--- src/rtl/mem_stage_pkg.sv ---
// mem_stage_pkg
//   Shared definitions for the memory-access stage and its helpers:
//   bundle widths, the global stall vector layout, the stall level
//   encoding and the load-flag bundle.
package mem_stage_pkg;

  localparam int EX_TO_MEM_WD = 76;
  localparam int MEM_TO_WB_WD = 70;
  localparam int MEM_TO_RF_WD = 38;
  localparam int HILO_WD      = 66;

  localparam int StallBus = 6;
  localparam int LoadBus  = 5;

  // Positions in the global stall vector that this stage looks at.
  localparam int STALL_MEM_IN = 3;
  localparam int STALL_WB_IN  = 4;

  localparam logic Stop   = 1'b1;
  localparam logic NoStop = 1'b0;

  // Load flags in the order execute packs them, lb in the MSB.
  typedef struct packed {
    logic lb;
    logic lbu;
    logic lh;
    logic lhu;
    logic lw;
  } load_flags_t;

endpackage

--- src/rtl/mem_stage_load_align.sv ---
// mem_stage_load_align
//   Purely combinational alignment/extension of SRAM read data for
//   lb/lbu/lh/lhu/lw using little-endian byte lanes.
//
// Ports:
//   i_rdata      [31:0]  raw SRAM read word
//   i_sel        [3:0]   byte-lane select of the access
//   i_load       flags   {lb, lbu, lh, lhu, lw}
//   o_mem_result [31:0]  aligned, extended load value (0 when no load
//                        or when the lane select does not fit the size)
import mem_stage_pkg::*;

module mem_stage_load_align (
  input  logic [31:0] i_rdata,
  input  logic [3:0]  i_sel,
  input  load_flags_t i_load,
  output logic [31:0] o_mem_result
);

  logic [7:0]  w_byte;
  logic        w_byte_ok;
  logic [15:0] w_half;
  logic        w_half_ok;

  always_comb begin
    w_byte    = 8'h00;
    w_byte_ok = 1'b1;
    unique case (i_sel)
      4'b0001: w_byte = i_rdata[7:0];
      4'b0010: w_byte = i_rdata[15:8];
      4'b0100: w_byte = i_rdata[23:16];
      4'b1000: w_byte = i_rdata[31:24];
      default: w_byte_ok = 1'b0;
    endcase
  end

  always_comb begin
    w_half    = 16'h0000;
    w_half_ok = 1'b1;
    unique case (i_sel)
      4'b0011: w_half = i_rdata[15:0];
      4'b1100: w_half = i_rdata[31:16];
      default: w_half_ok = 1'b0;
    endcase
  end

  // Misaligned selects produce 0; trapping happens elsewhere.
  always_comb begin
    o_mem_result = 32'h0000_0000;
    if (i_load.lw) begin
      o_mem_result = i_rdata;
    end else if (i_load.lb && w_byte_ok) begin
      o_mem_result = {{24{w_byte[7]}}, w_byte};
    end else if (i_load.lbu && w_byte_ok) begin
      o_mem_result = {24'h000000, w_byte};
    end else if (i_load.lh && w_half_ok) begin
      o_mem_result = {{16{w_half[15]}}, w_half};
    end else if (i_load.lhu && w_half_ok) begin
      o_mem_result = {16'h0000, w_half};
    end
  end

endmodule

--- src/rtl/mem_stage.sv ---
// mem_stage
//   Memory-access pipeline stage between execute and write-back.
//   Registers the execute bundle, load flags, byte-lane select and
//   HI/LO request under stall control, aligns the SRAM read data and
//   selects the register-file write value. All outputs are
//   combinational from the input register and the SRAM read data.
//
// Ports:
//   clk                 stage clock
//   rst                 asynchronous active-high reset
//   i_stall        [5:0]   global stall vector (bit 3 this stage, bit 4 next)
//   i_ex_to_mem_bus [75:0] {pc, data_ram_en, data_ram_wen, sel_rf_res,
//                           rf_we, rf_waddr, ex_result}
//   i_ex_load_bus  [4:0]   {lb, lbu, lh, lhu, lw}
//   i_ex_data_ram_sel [3:0] byte-lane select
//   i_ex_hilo_bus  [65:0]  {hi_we, lo_we, hi_wdata, lo_wdata}
//   i_data_sram_rdata [31:0] SRAM read data for the registered request
//   o_mem_to_wb_bus [69:0] {pc, rf_we, rf_waddr, rf_wdata}
//   o_mem_to_rf_bus [37:0] {rf_we, rf_waddr, rf_wdata} forwarding
//   o_mem_hilo_bus [65:0]  registered HI/LO request
import mem_stage_pkg::*;

module mem_stage (
  input  logic                    clk,
  input  logic                    rst,
  input  logic [StallBus-1:0]     i_stall,
  input  logic [EX_TO_MEM_WD-1:0] i_ex_to_mem_bus,
  input  logic [LoadBus-1:0]      i_ex_load_bus,
  input  logic [3:0]              i_ex_data_ram_sel,
  input  logic [HILO_WD-1:0]      i_ex_hilo_bus,
  input  logic [31:0]             i_data_sram_rdata,
  output logic [MEM_TO_WB_WD-1:0] o_mem_to_wb_bus,
  output logic [MEM_TO_RF_WD-1:0] o_mem_to_rf_bus,
  output logic [HILO_WD-1:0]      o_mem_hilo_bus
);

  logic [EX_TO_MEM_WD-1:0] r_ex_to_mem_bus;
  load_flags_t             r_load;
  logic [3:0]              r_sel;
  logic [HILO_WD-1:0]      r_hilo;

  logic w_bubble;
  logic w_capture;

  // Upstream stopped while downstream moves: insert an all-zero bubble
  // so a held load cannot commit its write twice.
  assign w_bubble  = (i_stall[STALL_MEM_IN] == Stop) && (i_stall[STALL_WB_IN] == NoStop);
  assign w_capture = (i_stall[STALL_MEM_IN] == NoStop);

  always_ff @(posedge clk or posedge rst) begin
    if (rst) begin
      r_ex_to_mem_bus <= '0;
      r_load          <= '0;
      r_sel           <= '0;
      r_hilo          <= '0;
    end else if (w_bubble) begin
      r_ex_to_mem_bus <= '0;
      r_load          <= '0;
      r_sel           <= '0;
      r_hilo          <= '0;
    end else if (w_capture) begin
      r_ex_to_mem_bus <= i_ex_to_mem_bus;
      r_load          <= load_flags_t'(i_ex_load_bus);
      r_sel           <= i_ex_data_ram_sel;
      r_hilo          <= i_ex_hilo_bus;
    end
  end

  logic [31:0] w_pc;
  logic        w_sel_rf_res;
  logic        w_rf_we;
  logic [4:0]  w_rf_waddr;
  logic [31:0] w_ex_result;
  logic [31:0] w_mem_result;
  logic [31:0] w_rf_wdata;

  assign w_pc         = r_ex_to_mem_bus[75:44];
  assign w_sel_rf_res = r_ex_to_mem_bus[38];
  assign w_rf_we      = r_ex_to_mem_bus[37];
  assign w_rf_waddr   = r_ex_to_mem_bus[36:32];
  assign w_ex_result  = r_ex_to_mem_bus[31:0];

  mem_stage_load_align u_load_align (
    .i_rdata      (i_data_sram_rdata),
    .i_sel        (r_sel),
    .i_load       (r_load),
    .o_mem_result (w_mem_result)
  );

  assign w_rf_wdata = w_sel_rf_res ? w_mem_result : w_ex_result;

  assign o_mem_to_wb_bus = {w_pc, w_rf_we, w_rf_waddr, w_rf_wdata};
  assign o_mem_to_rf_bus = {w_rf_we, w_rf_waddr, w_rf_wdata};
  assign o_mem_hilo_bus  = r_hilo;

  // SRAM enable/write-enable were consumed by execute when issuing the
  // request; the other stall bits belong to other stages.
  logic w_unused_ok;
  assign w_unused_ok = &{1'b0, r_ex_to_mem_bus[43:39], i_stall[5], i_stall[2:0]};

endmodule

--- config.mk ---
export PLATFORM = sky130hd
export DESIGN_NAME = mem_stage
export DESIGN_NICKNAME = d
export VERILOG_FILES = /design/src/rtl/mem_stage_pkg.sv /design/src/rtl/mem_stage_load_align.sv /design/src/rtl/mem_stage.sv
export SDC_FILE = /design/constraint.sdc
export NUM_CORES = 1
export LEC_CHECK = 0
export ABC_AREA = 1
export CORE_AREA = 2 2 143 145
export CTS_BUF_LIST = sky130_fd_sc_hd__clkbuf_8
export CTS_CLUSTER_SIZE = 8
export DETAILED_ROUTE_END_ITERATION = 7
export DIE_AREA = 0 0 145 147
export GPL_ROUTABILITY_DRIVEN = 0
export MAX_ROUTING_LAYER = met4
export PLACE_DENSITY = 0.87
export SKIP_CTS_REPAIR_TIMING = 1
export SLEW_MARGIN = 20
export SYNTH_ARGS = -nofsm -noshare
export SYNTH_HDL_FRONTEND = slang
export SYNTH_HIERARCHICAL = 1
export SYNTH_SLANG_ARGS = --single-unit
--- constraint.sdc ---
create_clock -name clk -period 7.35 [get_ports clk]
set_input_delay 1.8375 -clock clk [delete_from_list [all_inputs] [get_ports clk]]
set_output_delay 1.8375 -clock clk [all_outputs]
set_load 0.02 [all_outputs]
==> results of run 1 <==
per-layer routing:
layer | global-route usage [%] | wire length, um | vias to the layer above | share of wire (%)
met5 | - | 0 | - | 0
met4 | 9.16 | 794 | 0 | 3.2
met3 | 6.24 | 2080 | 56 | 8.3
met2 | 40.5 | 12700 | 379 | 50
met1 | 27.0 | 9570 | 3726 | 38
li1 | - | - | 3789 | -
registers in the layout (all words and copies together) (netlist names):
| signal | count |
|---|---|
| o_mem_hilo_bus | 66 |
| r_load | 5 |
| r_sel | 4 |
| r_ex_to_mem_bus | 71 |
where the power goes:
group	leakage (uW)	switching, uW	total, uW	internal (uW)
registers	0.00184	36.2	896	860
logic	0.00365	311	578	267
clock network	0.000180	331	602	270
synth_stat cells:
cell        n
nand2_1   532
buf_4      87
nor3_2      1
inv_2       1
a21oi_4     1
nand2_4     3
nor2_2      6
buf_2      20
nand4_1     2
nand3_1   185
buf_6      26
clkbuf_1    6
clkbuf_8    3
inv_1      42
nand2_2     6
nor2_4      1
nor2_1      4
dfrtp_1   146
nand3_2     1
clkinv_1    1
o21ai_0    16
a21oi_1     1
area by class of cell:
class,count,area [um^2],area share [%]
inverter,44,173,1.53
sequential,146,3650,32.3
timing repair buffer,361,3590,31.8
clock buffer,17,234,2.07
multi-input combinational,759,3190,28.2
tap,270,338,2.99
antenna,1,2.50,0.0221
clock inverter,14,129,1.14
layout by cell type (no fill, tap or decap), types with 2 or more instances in the layout:
| cell | count |
|---|---|
| clkbuf_8 | 17 |
| clkinv_2 | 3 |
| nand3_1 | 185 |
| dfrtp_1 | 146 |
| nand2_2 | 6 |
| nand2_4 | 3 |
| nor2_2 | 6 |
| buf_4 | 8 |
| inv_6 | 7 |
| nand2_1 | 532 |
| clkinvlp_4 | 3 |
| clkdlybuf4s50_1 | 353 |
| inv_1 | 41 |
| o21ai_0 | 16 |
| nor2_1 | 4 |
| nand4_1 | 2 |
through the flow:
| stage | cells | hold WS (ps) | setup WS [ps] |
|---|---|---|---|
| finish | 1612 | 490 | 1490 |
| global route | 1612 | 512 | 1340 |
| detailed placement | 1580 | 477 | 1520 |
| floorplan | 1091 | 460 | 1590 |
| global placement | 1580 | 470 | 1550 |
| CTS | 1611 | 495 | 1520 |
logic make-up (layout without fill, tap and decap cells):
kind of cell | after synthesis | after routing
buffers and inverters | 186 | 436
and+or+nand+nor | 741 | 741
AOI/OAI and AO/OA | 18 | 18
DFF | 146 | 146
other | 0 | 1
how the worst max path moves through the flow:
stage,start,to,slack [ps],cells after the start
2_1_floorplan,rst,o_mem_hilo_bus[0]$_DFFE_PP0P_,1590,1
3_3_place_gp,i_data_sram_rdata[31],o_mem_to_rf_bus[31],1550,12
3_5_place_dp,i_data_sram_rdata[31],o_mem_to_rf_bus[31],1520,12
4_1_cts,i_data_sram_rdata[31],o_mem_to_rf_bus[31],1520,12
5_1_grt,i_data_sram_rdata[31],o_mem_to_rf_bus[31],1340,12
6_report,i_data_sram_rdata[31],o_mem_to_rf_bus[31],1490,12
worst max-delay path, stage by stage:
cell and delay [ps]:
clkdlybuf4s50_1 560, nand3_1 100, nand2_1 90, inv_1 40
nand2_1 120, nand2_4 120, nand2_4 100, nand2_4 130
nand2_1 130, nand2_1 70, nand2_1 110, clkdlybuf4s50_1 610
==> impl_metrics.py, run 1 <==
metrics = {
    "status": {
        "status": "finished clean",
    },
    "timing": {
        "slew_headroom_pct": 28.6,
        "finalHoldViolCount": 0,
        "drv_slew": 0,
        "worst_slew_pin_slew_ps": 1070,
        "setup-violations-final": 0,
        "finalSetupTns_ps": 0,
        "rsz0062_at_grt": "no",
        "finalClockSkew_ps": 0,
        "fin_crit_sh_pct": 79.8,
        "timing.fmax_mhz": 171,
        "fin_crit_ps": 5860,
    },
    "logic_synthesis": {
        "synth-seq-cells": 146,
        "synth-compound-area-share_pct": 1.25,
        "ys_seq_area_share_pct": 45.0,
        "netlist_area_mm2": 0.00812,
        "yosysUniqueCellTypes": 22,
        "synth.mux.area_fraction_pct": 0,
        "synth_xor_area_share_pct": 0,
        "synthAdderAreaFrac_pct": 0,
        "ys_warn_count": 6,
        "synth_top_area_cell": "dfrtp_1",
        "syn-num-nets": 1282,
        "synth-simple-area-share_pct": 38.1,
        "synth_top_cell_area_share_pct": 45.0,
        "netlist_top_cells_area": "dfrtp_1 45%, nand2_1 25%, nand3_1 11%, buf_4 8.0%, buf_6 3.6%",
        "syn_inst": 1091,
        "synth_top_family_by_area": "simple AND/OR/NAND/NOR gates",
        "syn-mean-instance-area_um2": 7.44,
    },
    "hold_path": {
        "worstHoldPathCells": 2,
        "min-delay-start": "r_ex_to_mem_bus[53]$_DFFE_PP0P_",
        "hp-class": "reg2reg",
        "min_delay_worst_endpoint": "r_ex_to_mem_bus[53]$_DFFE_PP0P_",
    },
    "die": {
        "core_area_mm2": 0.0198,
        "rows": 52,
        "start_util_pct": 40.9,
        "die_y_um": 147,
        "top_level_ports": 365,
        "chipWidth_um": 145,
        "die_area_mm2": 0.0213,
    },
    "global_routing": {
        "overflow": 0,
        "grt_pass1_wl_um": 39700,
        "grt_max_degree": 94,
        "grt_pass1_vias": 7804,
        "grt_antenna_before_repair": 1,
        "track_usage_pct": 23.8,
    },
    "clock_network": {
        "path_clk_slew_ps": 80,
        "clkSinkCount": 146,
        "htree_levels": 4,
        "numCtsBuffers": 17,
        "cts_tree": "done",
        "worstSkewPairLatency_ps": 440,
        "cts-root-buf": "clkbuf_8",
        "cts_max_path_buffers": 2,
    },
    "finish": {
        "stdcell_area_mm2": 0.0113,
        "final_core_util_pct": 57.0,
        "drive_above_1_share_pct": 4.47,
        "nets": 1520,
        "fillers": 1802,
        "syn2layout_area_growth_pct": 39.3,
    },
    "worst_setup_path": {
        "critPathKind": "in2out",
        "reg2reg_slack_ps": 6410,
        "required_ps": 5510,
        "critPathArrivalTime_ps": 4030,
        "timing.rr.end": "r_ex_to_mem_bus[38]$_DFFE_PP0P_",
        "end_kind": "primary output",
        "r2r_cells": 3,
        "cp_max_fo": 16,
        "critPathLaunchType": "primary input",
        "reg2reg_from": "r_ex_to_mem_bus[38]$_DFFE_PP0P_",
    },
    "placed_design": {
        "placed_area_mm2": 0.0109,
        "dpl.hpwl_um": 17700,
        "portBuffers": 355,
    },
    "routing": {
        "drt-initial-drc-count": 543,
        "drt-total-wl_um": 25100,
        "drtPass1Iterations": 6,
        "via_count": 7950,
        "wire_per_inst_um": 15.6,
        "drcViolationCount": 0,
        "viasPerCell": 4.93,
        "ant_nets": 0,
    },
    "pwr": {
        "ir_worst_vdd_mv": 0.117,
        "p_total_uw": 2080,
        "leakage_uw": 0.00568,
        "power_per_cell_area_mw_per_mm2": 184,
    },
    "run": {
        "maxCapViolCount": 0,
    },
}
Power figures use the tool's default switching activity.
==> run 2, diff against run 1 <==
==> constraint.sdc (replaced) <==
create_clock -name clk -period 5.8 [get_ports clk]
set_input_delay 1.45 -clock clk [delete_from_list [all_inputs] [get_ports clk]]
set_output_delay 1.45 -clock clk [all_outputs]
set_load 0.02 [all_outputs]
==> run 2 against run 1 <==
  * Worst setup slack worse by 740 ps
  * Register-to-register slack got worse by 1500 ps
  * First-iteration DRC count rose by 11%
  * Critical path type unchanged
  * Clock-buffer cell count stayed put
  * Critical endpoint unchanged
==> impl_metrics.py, run 2 (synthesis results as in run 1) <==
metrics = {
    "routing": {
        "drt-initial-drc-count": 602,
        "drtPass1Iterations": 6,
        "viasPerCell": 4.92,
        "wire_per_inst_um": 15.8,
        "drcViolationCount": 0,
        "via_count": 7944,
        "ant_nets": 0,
        "drt-total-wl_um": 25400,
    },
    "pwr": {
        "combPwrFrac_pct": 27.8,
        "p_sw_share_pct": 34.0,
        "ir_worst_vdd_mv": 0.158,
        "p_seq_share_pct": 42.9,
        "power_per_cell_area_mw_per_mm2": 234,
        "leakage_uw": 0.00570,
        "power_frac_clock_pct": 29.4,
        "p_sw_uw": 901,
        "p_int_uw": 1750,
    },
    "global_routing": {
        "track_usage_pct": 24.0,
        "grt_antenna_before_repair": 1,
        "overflow": 0,
        "grt_max_degree": 105,
        "grt_pass1_wl_um": 39800,
        "grt_pass1_vias": 7698,
    },
    "timing": {
        "finalHoldViolCount": 0,
        "fin_crit_sh_pct": 87.1,
        "timing.fmax_mhz": 198,
        "slew_headroom_pct": 29.0,
        "finalSetupTns_ps": 0,
        "fin_crit_ps": 5050,
        "worst_slew_pin_slew_ps": 1060,
        "setup-violations-final": 0,
        "rsz0062_at_grt": "no",
        "finalClockSkew_ps": 0,
        "drv_slew": 0,
    },
    "clock_network": {
        "path_clk_slew_ps": 90,
        "numCtsBuffers": 17,
        "clkSinkCount": 146,
        "cts_tree": "done",
        "htree_levels": 4,
        "worstSkewPairLatency_ps": 450,
        "cts_max_path_buffers": 2,
        "cts-root-buf": "clkbuf_8",
    },
    "finish": {
        "drive_above_1_share_pct": 4.69,
        "final_cell_mix": "532 x nand2_1, 353 x clkdlybuf4s50_1, 185 x nand3_1",
        "largest_reg_flops": 71,
        "top_register": "r_ex_to_mem_bus",
        "stdcell_area_mm2": 0.0113,
        "multiInputGateArea_mm2": 0.00319,
        "nets": 1522,
        "seqCellArea_mm2": 0.00365,
        "syn2layout_area_growth_pct": 39.6,
        "fillers": 1799,
        "mostFrequentLayoutCell": "nand2_1",
    },
    "run": {
        "maxCapViolCount": 0,
    },
    "worst_setup_path": {
        "critPathArrivalTime_ps": 3600,
        "cpMostUsedCell": "nand2_1",
        "reg2reg_slack_ps": 4870,
        "cp_top_family": "buffers and inverters",
        "cp_max_fo": 16,
        "crit_buf_inv": 2,
        "critPathKind": "in2out",
        "crit_path_cell_trace": "clkdlybuf4s50_1, nand2_1, o21ai_0, nand2_1, nand2_4, nand2_4, nand2_1, nand2_1, nand2_1, clkdlybuf4s50_1",
        "max_stage_delay_ps": 610,
        "crit_slowest_cell": "clkdlybuf4s50_1",
        "r2r_cells": 3,
        "timing.rr.end": "r_ex_to_mem_bus[38]$_DFFE_PP0P_",
        "required_ps": 4350,
        "end_kind": "primary output",
        "reg2reg_from": "r_ex_to_mem_bus[38]$_DFFE_PP0P_",
        "critPathLaunchType": "primary input",
    },
    "die": {
        "start_util_pct": 40.9,
        "top_level_ports": 365,
        "rows": 52,
        "die_area_mm2": 0.0213,
        "chipWidth_um": 145,
        "core_area_mm2": 0.0198,
        "die_y_um": 147,
    },
    "placed_design": {
        "dpl.hpwl_um": 18000,
        "portBuffers": 355,
        "placed_area_mm2": 0.0110,
    },
    "status": {
        "status": "finished clean",
    },
    "hold_path": {
        "min-delay-start": "o_mem_hilo_bus[55]$_DFFE_PP0P_",
        "worstHoldPathCells": 2,
        "min_delay_worst_endpoint": "o_mem_hilo_bus[55]$_DFFE_PP0P_",
        "hp-class": "reg2reg",
    },
}
## run 2: cell count changes in the layout (fill, tap and decap cells not counted)
cell,change
clkinvlp_4,-2
bufinv_16,-1
inv_8,+6
clkinv_2,-1
inv_6,-1
buf_4,+2
## run 2: power by group through the flow
stage	clock network [uW]	logic, uW	registers (uW)
4_1_cts	799	738	1140
3_5_place_dp	0	736	1160
2_1_floorplan	0	385	1190
5_1_grt	841	788	1150
3_3_place_gp	0	726	1150
6_report	778	735	1140
## run 2: area by class of cell
class	count	share of cell area, %
flip-flops and latches	146	32.2
repair buffers	363	31.8
multi-input cells	759	28.2
well taps	270	2.98
clock buffers	17	2.06
inverters	44	1.52
clock inverters	15	1.21
diodes	1	0.0221
## run 2: worst min-delay path: stages, from the launching register on
cell,delay [ps]
dfrtp_1,350
nand3_1,60
nand2_1,50
## run 2: per-layer routing
| metal | GRT usage [%] | routed length (um) | vias to the layer above |
|---|---|---|---|
| met4 | 10.1 | 903 | 0 |
| li1 | - | - | 3804 |
| met3 | 6.52 | 2180 | 67 |
| met1 | 27.3 | 9760 | 3687 |
| met2 | 40.0 | 12600 | 386 |
| met5 | - | 0 | - |
## run 2: worst max path at each step
| stage | from | end | slack, ps | cells past startpoint |
|---|---|---|---|---|
| finish | i_data_sram_rdata[31] | o_mem_to_rf_bus[31] | 750 | 10 |
| global route | r_sel[0]$_DFFE_PP0P_ | o_mem_to_wb_bus[5] | 540 | 12 |
| detailed placement | i_data_sram_rdata[31] | o_mem_to_rf_bus[28] | 790 | 12 |
| global placement | i_data_sram_rdata[31] | o_mem_to_rf_bus[27] | 800 | 12 |
| CTS | i_data_sram_rdata[31] | o_mem_to_rf_bus[27] | 780 | 12 |
| floorplan | rst | o_mem_hilo_bus[0]$_DFFE_PP0P_ | 430 | 1 |
## run 2: through the flow
step	utilization, %	setup WS [ps]	hold slack (ps)	cells	total power [uW]
floorplan	-	427	460	1091	1570
global placement	55.3	804	470	1582	1880
detailed placement	55.3	791	476	1582	1890
CTS	57.1	778	496	1614	2670
global route	57.1	542	516	1615	2770
finish	57.1	746	493	1615	2650
